===== src/rtl/dual_rail_pkg.sv =====
// Shared types and constants for the dual-rail link transmitter.
package dual_rail_pkg;

  // Rails per data bit and their indices within a bit's rail pair.
  localparam int unsigned RAIL_NUM  = 2;
  localparam int unsigned RAIL_ZERO = 0;
  localparam int unsigned RAIL_ONE  = 1;

  typedef enum logic {
    ENC_TP,
    ENC_FP
  } enc_t;

  typedef enum logic [1:0] {
    IDLE,
    WAIT_ACK,
    WAIT_SET,
    WAIT_CLR
  } state_t;

  // Maps the two-character encoding name onto enc_t; unknown names fall back to TP
  // and are rejected separately at elaboration.
  function automatic enc_t str_to_enc(input logic [15:0] s);
    return (s == "FP") ? ENC_FP : ENC_TP;
  endfunction

endpackage


===== src/rtl/ack_sync.sv =====
// Multi-flop synchroniser for the asynchronous acknowledge; synchronous reset to 0.
module ack_sync #(
  parameter int unsigned SYNC_STAGES = 2
) (
  input  logic i_clk,
  input  logic i_rst,
  input  logic i_async,
  output logic o_sync
);

  logic [SYNC_STAGES-1:0] r_sync;

  // Shift the raw ack through the flop chain; the last stage is the safe copy.
  always_ff @(posedge i_clk) begin
    if (i_rst) begin
      r_sync <= '0;
    end else begin
      r_sync <= {r_sync[SYNC_STAGES-2:0], i_async};
    end
  end

  assign o_sync = r_sync[SYNC_STAGES-1];

endmodule


===== src/rtl/dual_rail_driver.sv =====
// Clocked dual-rail link transmitter (two-phase or four-phase RZ encoding).
// Optional ack watchdog enabled by defining DUAL_RAIL_DRIVER_TIMEOUT_EN.
module dual_rail_driver
  import dual_rail_pkg::*;
#(
  parameter logic [15:0] ENC         = "TP",
  parameter int unsigned WIDTH       = 1,
  parameter int unsigned SYNC_STAGES = 2,
  parameter int unsigned TIMEOUT     = 1024
) (
  input  logic                           clk,
  input  logic                           rst,
  input  logic [WIDTH-1:0]               in_data,
  input  logic                           in_valid,
  output logic                           in_ready,
  output logic [WIDTH-1:0][RAIL_NUM-1:0] out,
  input  logic                           ack,
  output logic                           busy
`ifdef DUAL_RAIL_DRIVER_TIMEOUT_EN
  ,
  output logic                           timeout_err
`endif
);

  localparam enc_t EncSel = str_to_enc(ENC);

  if (ENC != "TP" && ENC != "FP") begin : g_bad_enc
    $error("dual_rail_driver: ENC must be \"TP\" or \"FP\"");
  end
  if (SYNC_STAGES < 2) begin : g_bad_sync
    $error("dual_rail_driver: SYNC_STAGES must be at least 2");
  end
  if (TIMEOUT < 1) begin : g_bad_timeout
    $error("dual_rail_driver: TIMEOUT must be at least 1");
  end

  state_t                         r_state;
  logic                           r_in_ready;
  logic                           r_ack_ref;
  logic [WIDTH-1:0][RAIL_NUM-1:0] r_out;
  logic [WIDTH-1:0][RAIL_NUM-1:0] w_set_rails;
  logic                           w_ack_s;
  logic                           w_accept;

  ack_sync #(
    .SYNC_STAGES(SYNC_STAGES)
  ) u_ack_sync (
    .i_clk  (clk),
    .i_rst  (rst),
    .i_async(ack),
    .o_sync (w_ack_s)
  );

  // in_ready is only ever high in IDLE, so it alone qualifies acceptance.
  assign w_accept = in_valid && r_in_ready;

  // One-hot rail pair per bit: the rail named by the data bit is selected.
  always_comb begin
    w_set_rails = '0;
    for (int b = 0; b < WIDTH; b++) begin
      w_set_rails[b][RAIL_ONE]  = in_data[b];
      w_set_rails[b][RAIL_ZERO] = !in_data[b];
    end
  end

  // Handshake FSM; rails, ready and ack phase reference are all registered here.
  always_ff @(posedge clk) begin
    if (rst) begin
      r_state    <= IDLE;
      r_out      <= '0;
      r_in_ready <= 1'b0;
      r_ack_ref  <= 1'b0;
    end else begin
      case (r_state)
        IDLE: begin
          r_in_ready <= 1'b1;
          if (w_accept) begin
            r_in_ready <= 1'b0;
            if (EncSel == ENC_TP) begin
              // Toggle the selected rail of each bit; the other rail holds.
              r_out     <= r_out ^ w_set_rails;
              r_ack_ref <= !r_ack_ref;
              r_state   <= WAIT_ACK;
            end else begin
              r_out   <= w_set_rails;
              r_state <= WAIT_SET;
            end
          end
        end
        WAIT_ACK: begin
          if (w_ack_s == r_ack_ref) begin
            r_state    <= IDLE;
            r_in_ready <= 1'b1;
          end
        end
        WAIT_SET: begin
          if (w_ack_s) begin
            r_out   <= '0;
            r_state <= WAIT_CLR;
          end
        end
        WAIT_CLR: begin
          if (!w_ack_s) begin
            r_state    <= IDLE;
            r_in_ready <= 1'b1;
          end
        end
        default: r_state <= IDLE;
      endcase
    end
  end

  assign out      = r_out;
  assign in_ready = r_in_ready;
  assign busy     = (r_state != IDLE);

`ifdef DUAL_RAIL_DRIVER_TIMEOUT_EN
  localparam int unsigned    CntW   = $clog2(TIMEOUT + 1);
  localparam logic [CntW-1:0] CntMax = CntW'(TIMEOUT);

  logic [CntW-1:0]  r_cnt;
  logic [CntW-1:0]  w_cnt_inc;
  logic             r_timeout_err;
  logic [WIDTH-1:0] r_token;

  assign w_cnt_inc = r_cnt + CntW'(1);

  // Watchdog: counts wait cycles per token, saturates, flags once; FSM is unaffected.
  always_ff @(posedge clk) begin
    if (rst) begin
      r_cnt         <= '0;
      r_timeout_err <= 1'b0;
      r_token       <= '0;
    end else if (w_accept) begin
      r_cnt   <= '0;
      r_token <= in_data;
    end else if (r_state != IDLE && r_cnt != CntMax) begin
      r_cnt <= w_cnt_inc;
      if (w_cnt_inc == CntMax) begin
        r_timeout_err <= 1'b1;
`ifndef SYNTHESIS
        $display("dual_rail_driver: ack timeout on token %h", r_token);
`endif
      end
    end
  end

  assign timeout_err = r_timeout_err;
`endif

endmodule


===== config.mk =====
export PLATFORM = sky130hd
export DESIGN_NAME = dual_rail_driver
export DESIGN_NICKNAME = d
export VERILOG_FILES = /design/src/rtl/dual_rail_pkg.sv /design/src/rtl/ack_sync.sv /design/src/rtl/dual_rail_driver.sv
export SDC_FILE = /design/constraint.sdc
export NUM_CORES = 1
export LEC_CHECK = 0
export CELL_PAD_IN_SITES_DETAIL_PLACEMENT = 0
export CELL_PAD_IN_SITES_GLOBAL_PLACEMENT = 2
export CORE_MARGIN = 2
export CORE_UTILIZATION = 26
export CTS_CLUSTER_DIAMETER = 200
export CTS_CLUSTER_SIZE = 30
export DETAILED_ROUTE_END_ITERATION = 16
export PLACE_DENSITY = 0.78
export SETUP_SLACK_MARGIN = 0.1
export SLEW_MARGIN = 25
export SYNTH_ARGS = -nofsm -noshare
export SYNTH_HDL_FRONTEND = slang
export SYNTH_SLANG_ARGS = --single-unit

===== constraint.sdc =====
create_clock -name clk -period 1.3 [get_ports clk]
set_input_delay 0.26 -clock clk [delete_from_list [all_inputs] [get_ports clk]]
set_output_delay 0.26 -clock clk [all_outputs]
set_load 0.01 [all_outputs]

==> results of run 1 <==
[critical path: stages (launching register included)]
cell and delay [ns]:
dfxtp_2 0.32, buf_6 0.12, nand4bb_4 0.22, or3_1 0.32, a21oi_1 0.13
[layout make-up]
type	instances	share of cell area
Clock buffer	3	0.04369
Inverter	3	0.02184
Multi-Input combinational cell	25	0.3544
Sequential cell	8	0.3131
Tap cell	15	0.03641
Timing Repair Buffer	13	0.2306
[stage by stage]
step,instances,total power [mW],area [um2],worst slack (ns)
after CTS,67,0.5644,514.2,0.1013
final,67,0.5604,515.5,0.1139
after detailed placement,64,0.3730,488.0,-0.1597
after global routing,67,0.5885,515.5,0.04475
after global placement,64,0.3703,488.0,-0.1267
after floorplan,36,0.3192,351.6,0.2039
[repair_timing]
action                     in CTS  in global routing
pin swaps                       2                  1
gates resized for setup        11                  2
setup endpoints to repair       6                  5
[placed cells by master (no fill, tap or decap), types with 3 or more instances in the layout]
cell type / count
dlygate4sd2_1: 3
a21oi_1: 5
dfxtp_1: 7
buf_4: 4
nor2b_1: 3
clkbuf_4: 3
inv_1: 3
clkdlybuf4s50_1: 4
[flip-flops by register name, indices dropped and copies added (netlist names)]
register,flops
in_ready,1
out,2
r_ack_ref,1
r_state,2
u_ack_sync.r_sync,2
[metal layers]
metal  up-vias  global-route usage  share of wire
met5         -                   0              0
met4         0              0.1000          0.020
met3         2             0.03261          0.043
met2         8              0.1786           0.49
met1       144              0.1184           0.45
li1        166                   -              -
[kinds of logic (layout without fill, tap and decap cells)]
kind of cell,after synthesis,in the layout,synth area share
AND/OR/NAND/NOR,14,14,0.3097
AO/OA/AOI/OAI,11,11,0.2029
flip-flops,8,8,0.4555
buffers and inverters,3,19,0.03203
[path summary, 6_finish.rpt]
check	from	to	slack, ns	depth (start not counted)
setup / recovery	r_state[0]	out[1]	0.11	4
setup reg to reg	r_state[0]	out[1]	0.11	4
hold / removal	u_ack_sync.r_sync[0]	u_ack_sync.r_sync[1]	0.44	1
hold reg to reg	u_ack_sync.r_sync[0]	u_ack_sync.r_sync[1]	0.44	1
[power by group through the flow]
stage,Combinational [mW],Clock [mW],Sequential [mW]
global placement,0.0978,0,0.273
detailed placement,0.0992,0,0.274
finish,0.0992,0.192,0.269
CTS,0.0999,0.195,0.269
global route,0.110,0.207,0.271
floorplan,0.0393,0,0.280
==> impl_metrics.toml, run 1 <==
[sta]
tightest_slew_ns = 0.2699
finalCriticalPeriod_ns = 1.186
rsz0062_at_grt = "yes"
clock_skew_ns = 0.001481
period_share = 0.9124
setup_violations = 0
fmax_mhz = 843.1
relSlewSlack = 0.8176
finalHoldViolations = 0
setup_tns_ns = 0
holdWs_ns = 0.4384
drv_slew = 0

[cts]
cts_root_buf = "clkbuf_4"
numCtsBuffers = 3
insertion_delay_ns = 0.25
cts_buffer_depth = 2
hold_buffers = 0
clk_pin_slew_ns = 0.05
cts_tree = "yes"
h-tree-depth = 1
post-cts-setup-buffers = 0
numClockSinks = 8

[routing]
routed_wl_um = 716
ant_nets = 0
dr_total_vias = 320
routedWlPerCell_um = 10.69
drt_iter0_drc = 9
drc = 0
viasPerCell = 4.776
first_pass_iters = 4

[synthesis]
syn-num-nets = 41
ys_top_cells_by_area = "dfxtp_1 (46%), nand4bb_4 (7.8%), a21oi_1 (7.1%)"
yosys_warnings = 0
synth_flop_cell = "dfxtp_1"
synth_area_um2 = 351.6
async_flop_share = 0
ys_types = 17
synth-edff-count = 0
ys_seq_elements = 8
synth_top_area_frac = 0.4555
yosys.area.top_type = "dfxtp_1"
ys_seq_area_frac = 0.4555
syn_inst = 36
synth_area_per_cell_um2 = 9.766
netlist_top_cells_count = "dfxtp_1 (8), a21oi_1 (5), inv_1 (3), nor2b_1 (3)"
synth.most_common_cell = "dfxtp_1"

[placed_design]
port_buffers = 8
dp_hpwl_um = 556.4
finalWeightedCongestion = 0.8003

[die]
core_area_um2 = 1285
dieArea_um2 = 1663
initial_core_util = 0.2736
die_h_um = 40.78
pin_count = 9
die_w_um = 40.78
rows = 13

[global_route]
grt_pass1_vias = 303
antenna_found_initial = 0
grt_first_pass_wirelength_um = 1152
grt_use_total = 0.1120
grt_max_degree = 9
gr-total-overflow = 0

[power_and_ir_drop]
p_sw_uw = 135.0
p_int_uw = 425.4
p_seq_frac = 0.480
power.density_nw_per_um2 = 1087
p_leak_nw = 0.2173
combPwrFrac = 0.177
power_frac_clock = 0.343
peakVddDrop_mv = 0.3824
swShare = 0.2409

[layout]
final_nets = 59
post-route-util = 0.4012
drive_above_1_share = 0.2500
multi_input_area_um2 = 182.7
area_growth_pct = 46.62
antenna_cells = 0
fill_cells = 127
seq_area_um2 = 161.4

[worst_hold_path]
hp-class = "flip-flop to flip-flop"

[run_status]
run_status = "complete, no violations"

[critical_path]
start_kind = "flip-flop"
crit_fanout = 8
cp.required_ns = 1.49
crit_arrival_ns = 1.37
end_kind = "flip-flop"
critPathKind = "flip-flop to flip-flop"

[job]
cap_violations = 0
(Power assumes the default switching activity.)
==> run 2, diff against run 1 <==
--- a/config.mk
+++ b/config.mk
@@ -5,6 +5,7 @@
 export SDC_FILE = /design/constraint.sdc
 export NUM_CORES = 1
 export LEC_CHECK = 0
+export CAP_MARGIN = 15
 export CELL_PAD_IN_SITES_DETAIL_PLACEMENT = 0
 export CELL_PAD_IN_SITES_GLOBAL_PLACEMENT = 2
 export CORE_MARGIN = 2
@@ -12,6 +13,7 @@
 export CTS_CLUSTER_DIAMETER = 200
 export CTS_CLUSTER_SIZE = 30
 export DETAILED_ROUTE_END_ITERATION = 16
+export GPL_TIMING_DRIVEN = 0
 export PLACE_DENSITY = 0.78
 export SETUP_SLACK_MARGIN = 0.1
 export SLEW_MARGIN = 25
==> impl_metrics.toml, run 2 (same netlist as run 1, synthesis figures left out) <==
[power_and_ir_drop]
p_leak_nw = 0.2136
p_total_uw = 554.0
power.density_nw_per_um2 = 1083
peakVddDrop_mv = 0.4871

[routing]
routedWlPerCell_um = 11.61
dr_total_vias = 333
drc = 0
first_pass_iters = 4
routed_wl_um = 766
viasPerCell = 5.045
drt_iter0_drc = 5
ant_nets = 0

[die]
initial_core_util = 0.2736
rows = 13
core_area_um2 = 1285
die_w_um = 40.78
die_h_um = 40.78
dieArea_um2 = 1663
pin_count = 9

[layout]
final_nets = 58
antenna_cells = 0
layout_common_cells = "a21oi_1 (5), dfxtp_1 (5), buf_4 (4)"
area_growth_pct = 45.55
post-route-util = 0.3982
drive_above_1_share = 0.2745
fill_cells = 139

[sta]
holdWs_ns = 0.4462
finalHoldViolations = 0
drv_slew = 0
finalCriticalPeriod_ns = 1.235
tightest_slew_ns = 0.2484
setup_violations = 0
relSlewSlack = 0.8321
period_share = 0.9501
clock_skew_ns = 0.004508
fmax_mhz = 809.7
rsz0062_at_grt = "yes"
layout_setup_ws_ns = 0.06492
setup_tns_ns = 0

[global_route]
grt_max_degree = 10
grt_use_total = 0.1040
grt_pass1_vias = 276
gr-total-overflow = 0
grt_first_pass_wirelength_um = 1062
antenna_found_initial = 0

[critical_path]
critPathKind = "flip-flop to output port"
rr_worst_depth = 3
startpoint = "r_state[0]"
crit_arrival_ns = 0.98
crit_fanout = 5
cp.required_ns = 1.04
r2r_end = "out[1]"
crit_end = "busy"
reg2reg_slack_ns = 0.15
reg2reg_from = "r_state[0]"
end_kind = "output port"
start_kind = "flip-flop"

[cts]
numCtsBuffers = 3
cts_tree = "yes"
clk_pin_slew_ns = 0.05
h-tree-depth = 1
insertion_delay_ns = 0.26
numClockSinks = 8
cts_buffer_depth = 2
cts_root_buf = "clkbuf_4"

[job]
cap_violations = 0

[placed_design]
pre_cts_ws_ns = -0.1918
port_buffers = 8
finalWeightedCongestion = 0.8617
dp_hpwl_um = 499.5

[worst_hold_path]
hp-class = "flip-flop to flip-flop"

[run_status]
run_status = "complete, no violations"
-- run 2: cell count changes in the layout (fill, tap and decap cells not counted) --
| cell | change |
|---|---|
| o21ai_0 | +2 |
| buf_6 | -1 |
| clkdlybuf4s50_1 | -1 |
| clkdlybuf4s15_1 | +1 |
| dfxtp_1 | -2 |
| dfxtp_4 | +2 |
| o21ai_1 | -2 |
-- run 2: stage by stage --
step	instance area, um2	instances
CTS	478.0	62
detailed placement	450.4	59
global route	511.7	66
finish	511.7	66
global placement	450.4	59
floorplan	351.6	36
-- run 2: cell type report --
cell class	instances	area, um2	share of cell area
repair buffers	12	107.6	0.2103
flip-flops and latches	8	168.9	0.3301
well taps	15	18.77	0.03667
multi-input cells	25	182.7	0.3570
inverters	3	11.26	0.02200
clock buffers	3	22.52	0.04401
-- run 2: timing repair --
item | in CTS | in global routing
hold buffers | 0 | 0
pin swaps | 0 | 1
setup endpoints to repair | 6 | 4
buffers inserted | 0 | 4
resized for setup | 14 | 2
gates cloned | 0 | 0
-- run 2: worst max-delay path, stage by stage, from the launching register on --
cell     delay (ns)
dfxtp_4        0.35
or2_4          0.24
buf_6          0.12
-- run 2: how the worst min path moves through the flow --
stage / startpoint / endpoint / slack [ns] / cells past startpoint
2_1_floorplan: rst / r_ack_ref / 0.33 / 1
3_3_place_gp: u_ack_sync.r_sync[0] / u_ack_sync.r_sync[1] / 0.43 / 1
3_5_place_dp: u_ack_sync.r_sync[0] / u_ack_sync.r_sync[1] / 0.45 / 1
4_1_cts: u_ack_sync.r_sync[0] / u_ack_sync.r_sync[1] / 0.45 / 1
5_1_grt: u_ack_sync.r_sync[0] / u_ack_sync.r_sync[1] / 0.45 / 1
6_report: u_ack_sync.r_sync[0] / u_ack_sync.r_sync[1] / 0.45 / 1
-- run 2: per-layer routing --
| layer | global-route usage | vias up | share of wire |
|---|---|---|---|
| li1 | - | 165 | - |
| met1 | 0.1082 | 158 | 0.39 |
| met2 | 0.1627 | 8 | 0.52 |
| met3 | 0.04891 | 2 | 0.044 |
| met4 | 0.07500 | 0 | 0.038 |
| met5 | 0 | - | 0 |
-- run 2: power by group --
group	internal [mW]	switching [mW]	total, mW
clock network	0.106	0.0866	0.192
logic	0.0547	0.0346	0.0893
registers	0.258	0.0146	0.272
==> run 3, diff against run 2 <==
--- a/config.mk
+++ b/config.mk
@@ -16,7 +16,7 @@
 export GPL_TIMING_DRIVEN = 0
 export PLACE_DENSITY = 0.78
 export SETUP_SLACK_MARGIN = 0.1
-export SLEW_MARGIN = 25
+export SLEW_MARGIN = 40
 export SYNTH_ARGS = -nofsm -noshare
 export SYNTH_HDL_FRONTEND = slang
 export SYNTH_SLANG_ARGS = --single-unit
==> results of run 3 <==
The final DEF is identical to that of run 2; final timing and power are the same.
